### src/rtl/mips_pipe_pkg.sv
// Shared definitions for the MIPS pipeline front end: reset/bubble defaults,
// instruction-memory depth and the fetch FSM state encoding.
package mips_pipe_pkg;

    localparam logic [31:0] DEFAULT_RESET_PC   = 32'h0000_0000;
    localparam logic [31:0] DEFAULT_NOP_INSTR  = 32'h0000_0000;
    localparam int          DEFAULT_IMEM_WORDS = 128;

    typedef enum logic {
        ST_RUN   = 1'b0,
        ST_FAULT = 1'b1
    } fetch_state_t;

    // Instruction fetches are word aligned; the low two bits are dropped.
    function automatic logic [31:0] word_align(input logic [31:0] addr);
        return addr & 32'hFFFF_FFFC;
    endfunction

endpackage

### src/rtl/ifid_register.sv
// IF/ID pipeline register: bubble has priority over hold, hold over load.
// IFID valid is high only while the register carries a fetched instruction.
module ifid_register
    import mips_pipe_pkg::*;
#(
    parameter logic [31:0] NOP_INSTR = DEFAULT_NOP_INSTR
) (
    input  logic        clk,
    input  logic        rst_n,
    input  logic        bubble,
    input  logic        hold,
    input  logic [31:0] next_instruction,
    input  logic [31:0] next_pc_plus4,
    output logic [31:0] instruction,
    output logic [31:0] pc_plus4,
    output logic        valid
);

    always_ff @(posedge clk) begin
        if (!rst_n || bubble) begin
            instruction <= NOP_INSTR;
            pc_plus4    <= 32'h0000_0000;
            valid       <= 1'b0;
        end else if (!hold) begin
            instruction <= next_instruction;
            pc_plus4    <= next_pc_plus4;
            valid       <= 1'b1;
        end
    end

endmodule

### src/rtl/instruction_fetch_stage.sv
// Instruction fetch stage: PC register, next-PC selection and IF/ID control.
// Optional out-of-range fetch trapping is enabled by FETCH_BOUNDS_CHECK_EN.
module instruction_fetch_stage
    import mips_pipe_pkg::*;
#(
    parameter logic [31:0] RESET_PC   = DEFAULT_RESET_PC,
    parameter int          IMEM_WORDS = DEFAULT_IMEM_WORDS,
    parameter logic [31:0] NOP_INSTR  = DEFAULT_NOP_INSTR
) (
    input  logic         Clk,
    input  logic         Rst_n,
    input  logic         Stall,
    input  logic         Flush,
    input  logic         Redirect,
    input  logic [31:0]  RedirectPC,
    output logic [31:0]  IM_Address,
    input  logic [31:0]  IM_Instruction,
    output logic [31:0]  IFID_Instruction,
    output logic [31:0]  IFID_PCPlus4,
    output logic         IFID_Valid,
    output logic         FetchFault,
    output fetch_state_t fetch_state
);

    localparam logic [31:0] IMEM_BYTES = 32'(IMEM_WORDS * 4);

    logic [31:0]  pc_q;
    logic [31:0]  pc_d;
    logic [31:0]  pc_plus4;
    fetch_state_t state_q;
    fetch_state_t state_d;
    logic         out_of_range;
    logic         in_fault;
    logic         fault_enter;
    logic         ifid_bubble;
    logic         ifid_hold;

    assign pc_plus4   = pc_q + 32'd4;
    assign IM_Address = pc_q;

`ifdef FETCH_BOUNDS_CHECK_EN
    assign out_of_range = (pc_q >= IMEM_BYTES);
`else
    // Without bounds checking the memory index simply wraps on bits [8:2].
    logic unused_range;
    assign unused_range = (pc_q >= IMEM_BYTES);
    assign out_of_range = 1'b0;
`endif

    // State register
    always_ff @(posedge Clk) begin
        if (!Rst_n) begin
            state_q <= ST_RUN;
        end else begin
            state_q <= state_d;
        end
    end

    // Next-state logic
    always_comb begin
        state_d = state_q;
        case (state_q)
            ST_RUN: begin
                if (out_of_range && !Redirect) begin
                    state_d = ST_FAULT;
                end
            end
            ST_FAULT: begin
                if (Redirect) begin
                    state_d = ST_RUN;
                end
            end
            default: state_d = ST_RUN;
        endcase
    end

    // Output logic
    always_comb begin
        in_fault    = (state_q == ST_FAULT);
        fault_enter = (state_q == ST_RUN) && out_of_range && !Redirect;
        ifid_bubble = Flush || Redirect || in_fault || fault_enter;
        ifid_hold   = Stall;
        fetch_state = state_q;
`ifdef FETCH_BOUNDS_CHECK_EN
        FetchFault  = in_fault;
`else
        FetchFault  = 1'b0;
`endif
    end

    // A faulting fetch parks the PC until a redirect rescues it.
    always_comb begin
        pc_d = pc_plus4;
        if (Redirect) begin
            pc_d = word_align(RedirectPC);
        end else if (Stall || in_fault || fault_enter) begin
            pc_d = pc_q;
        end
    end

    always_ff @(posedge Clk) begin
        if (!Rst_n) begin
            pc_q <= RESET_PC;
        end else begin
            pc_q <= pc_d;
        end
    end

    ifid_register #(
        .NOP_INSTR (NOP_INSTR)
    ) u_ifid_register (
        .clk              (Clk),
        .rst_n            (Rst_n),
        .bubble           (ifid_bubble),
        .hold             (ifid_hold),
        .next_instruction (IM_Instruction),
        .next_pc_plus4    (pc_plus4),
        .instruction      (IFID_Instruction),
        .pc_plus4         (IFID_PCPlus4),
        .valid            (IFID_Valid)
    );

endmodule

### config.mk
export PLATFORM = sky130hd
export DESIGN_NAME = instruction_fetch_stage
export DESIGN_NICKNAME = d
export VERILOG_FILES = /design/src/rtl/mips_pipe_pkg.sv /design/src/rtl/ifid_register.sv /design/src/rtl/instruction_fetch_stage.sv
export SDC_FILE = /design/constraint.sdc
export NUM_CORES = 1
export LEC_CHECK = 0
export CAP_MARGIN = 25
export CELL_PAD_IN_SITES_DETAIL_PLACEMENT = 1
export CELL_PAD_IN_SITES_GLOBAL_PLACEMENT = 1
export CORE_MARGIN = 4
export CORE_UTILIZATION = 28
export DETAILED_ROUTE_END_ITERATION = 8
export GPL_TIMING_DRIVEN = 0
export PLACE_DENSITY = 0.84
export SETUP_SLACK_MARGIN = 0.05
export SYNTH_ARGS = -nofsm -noshare
export SYNTH_HDL_FRONTEND = slang
export SYNTH_SLANG_ARGS = --single-unit
export TNS_END_PERCENT = 50
### constraint.sdc
create_clock -name Clk -period 1.75 [get_ports Clk]
set_input_delay 0.35 -clock Clk [delete_from_list [all_inputs] [get_ports Clk]]
set_output_delay 0.35 -clock Clk [all_outputs]
set_load 0.02 [all_outputs]
==> results.toml <==
[status]
status = "finished with violations"
violations = "negative setup slack"

[global_route]
grt_use_met1_pct = 22.15
grt_start_max_net_pins = 15
grt_overflow = 0
grt-busiest-layer = "met2"
grt_antenna_before_repair = 0
grt_pass1_wl_um = 26900
grt_pass1_vias = 4804
grt_util_all_layers_pct = 19.53
use_met2_pct = 34.58
grtUsageMet3_pct = 5.084

[yosys]
yosys-top-cells-count = "94 x dfxtp_1, 53 x o21ai_0, 49 x nor2_1, 45 x nand2_1, 43 x a21oi_1"
synth_edf_count = 0
synth_top_area_cell = "dfxtp_1"
ys.flop_type = "dfxtp_1"
ys_warn_count = 0
synth.most_common_cell = "dfxtp_1"
synth_top_area_share_pct = 43.93
syn_inst = 493
syn_area_per_cell_um2 = 8.690
ys_seq_area_share_pct = 43.93
ys_async_sr_fraction_pct = 0
synthTopCellsByArea = "dfxtp_1 44%, mux2i_1 8.2%, o21ai_0 6.2%"
yosys.cell_types.count = 42
synth_seq_cells = 94
syn-cell-area_um2 = 4284

[critical_path]
r2r_start = "IM_Address[16]"
r2r_end = "u_ifid_register.pc_plus4[18]"
worst-path-buf-inv = 2
endpoint_kind = "flip-flop"
cpMostUsedCell = "buf_4"
path_class = "flip-flop to flip-flop"
path_delay_family = "simple AND/OR/NAND/NOR gates"
slowest_stage = "dfxtp_1"
r2r.worst_path.cells = 7
cp.arrival_ns = 2.22
path_max_fanout = 7
cp_cell_sequence = "buf_4, nand4_1, buf_4, nor4_4, xor2_1, nand2_1, a21oi_1"
regToRegSetupSlack_ns = -0.19
cp_slowest_stage_delay_ns = 0.35
cp.required_ns = 2.03
critical_path.startpoint_type = "flip-flop"

[place]
place_congestion = 0.8798
dp_hpwl_um = 12750
dpl_worst_slack_ns = -0.4370
numPortBuffers = 158

[sta]
fmax_mhz = 515.4
setup_viol = 27
tns_ns = -1.864
fin_ws_ns = -0.1904
finalCriticalPeriod_ns = 1.940
drv_slew = 0
fin_skew_ns = 0.008335
rsz0062_at_grt = "true"
timing.hold.ws_ns = 0.4170
finalHoldViolCount = 0
relSlewSlack_pct = 52.67
fin_crit_sh_pct = 110.9
worst_slew_pin_slew_ns = 0.7100

[clocking]
clock_sinks = 94
clock_path_buffers = 2
hold_buffers = 0
clkLatencyLatePin_ns = 0.35
cts_tree = "yes"
htree_levels = 3
cts-root-buf = "clkbuf_16"
clkSlewWorstSetupHoldPaths_ns = 0.07
cts_buffers = 9

[die]
num_io_pins = 168
initial_core_util_pct = 29.04
die-height_um = 131.7
coreArea_um2 = 14750
floorplan.rows = 44
die_w_um = 131.7
die_area_um2 = 17340

[pwr]
seq_power_share_pct = 44.7
p_per_area_nw_per_um2 = 726.9
p_int_mw = 3.804
p_leak_nw = 3.270
power_mw = 5.183
sw_frac_of_total_pct = 26.61
power_switching_mw = 1.379
vdd_drop_max_uv = 540.5
clkPwrFrac_pct = 39.1
combPwrFrac_pct = 16.2

[cells_and_area]
nFillCells = 1688
n_antenna_cell = 0
area_growth_pct = 66.44
multi_input_area_um2 = 2494
layout-drive-gt1-share_pct = 20.99
regArea_um2 = 1921
fin_nets = 770

[route]
viasPerCell = 5.144
dr_total_vias = 4573
drt_first_pass_iters = 5
drt_iter0_drc = 221
wirelength_um = 19130
drtAntennaViolNets = 0
wire_per_inst_um = 21.52
post-route-drc-count = 0

[worst_hold_path]
holdPathStages = 3
holdPathEnd = "IM_Address[3]"
hold_path_class = "primary input to flip-flop"
min_from = "Redirect"

[job]
max_cap_viol_count = 0
## layout make-up
class                   count  area share (%)
multi-input cells         359           34.97
clock buffers              13           3.650
clock inverters             3          0.5966
flip-flops and latches     94           26.93
plain buffers              39           3.474
inverters                   3          0.2106
well taps                 184           3.229
repair buffers            194           26.93
## placed cells by master (no fill, tap or decap), types with 24 or more instances in the layout
cell               n
clkdlybuf4s50_1  104
dlymetal6s2s_1    24
dlygate4sd2_1     26
a21oi_1           42
dfxtp_1           77
buf_4             38
nand2_1           41
o21ai_0           48
nor2_1            46
mux2i_1           35
xor2_1            29
## how the worst max path moves through the flow
stage	startpoint	to	slack [ns]	cells after the start
finish	IM_Address[16]	u_ifid_register.pc_plus4[18]	-0.19	7
global placement	Stall	IM_Address[25]	-0.37	6
floorplan	IM_Address[7]	u_ifid_register.pc_plus4[29]	-0.03	6
detailed placement	Stall	IM_Address[9]	-0.44	6
CTS	IM_Address[2]	IM_Address[28]	-0.05	8
global route	IM_Address[16]	u_ifid_register.pc_plus4[18]	-0.25	7
## layer usage
metal	wire, um	part of all wire [%]	vias to the layer above
met3	1259	6.6	40
met1	7275	38	2248
met4	622	3.3	0
met2	9973	52	186
met5	0	0	-
li1	-	-	2099
## registers in the layout (all words and copies together) (netlist names)
register                     cells
u_ifid_register.valid            1
fetch_state                      1
u_ifid_register.pc_plus4        30
IM_Address                      30
u_ifid_register.instruction     32
## power by group through the flow
stage	logic, mW	registers (mW)	clock network [mW]
floorplan	0.306	2.42	0
global placement	0.773	2.35	0
detailed placement	0.792	2.35	0
CTS	0.809	2.30	2.05
global route	0.894	2.33	2.15
finish	0.841	2.32	2.02
## logic make-up after synthesis
family	count (synthesis)	share of synthesized area, %
other	1	0.08753
adder cells (fa/ha/maj)	1	0.2920
AND/OR/NAND/NOR	165	19.33
buffers and inverters	44	5.432
AO/OA/AOI/OAI	102	12.32
flip-flops	94	43.93
XOR/XNOR	51	10.43
multiplexers	35	8.178
## per-stage QoR
stage	area [um^2]	util [%]	instances
after floorplan	4349	-	497
after global placement	6161	41.76	839
after detailed placement	6161	41.76	839
after CTS	6774	45.91	879
after global routing	7131	48.33	889
final	7131	48.33	889
## worst reg2reg max path: stages (launching register included)
cell and delay [ns]:
dfxtp_1 0.35, buf_4 0.18, nand4_1 0.27, buf_4 0.25, nor4_4 0.34, xor2_1 0.19
nand2_1 0.11, a21oi_1 0.19
## what timing repair did
item	in CTS	in global routing
setup endpoints to repair	97	107
pin swaps	21	42
setup buffers	24	12
resized for setup	72	77
Power figures use the tool's default switching activity.
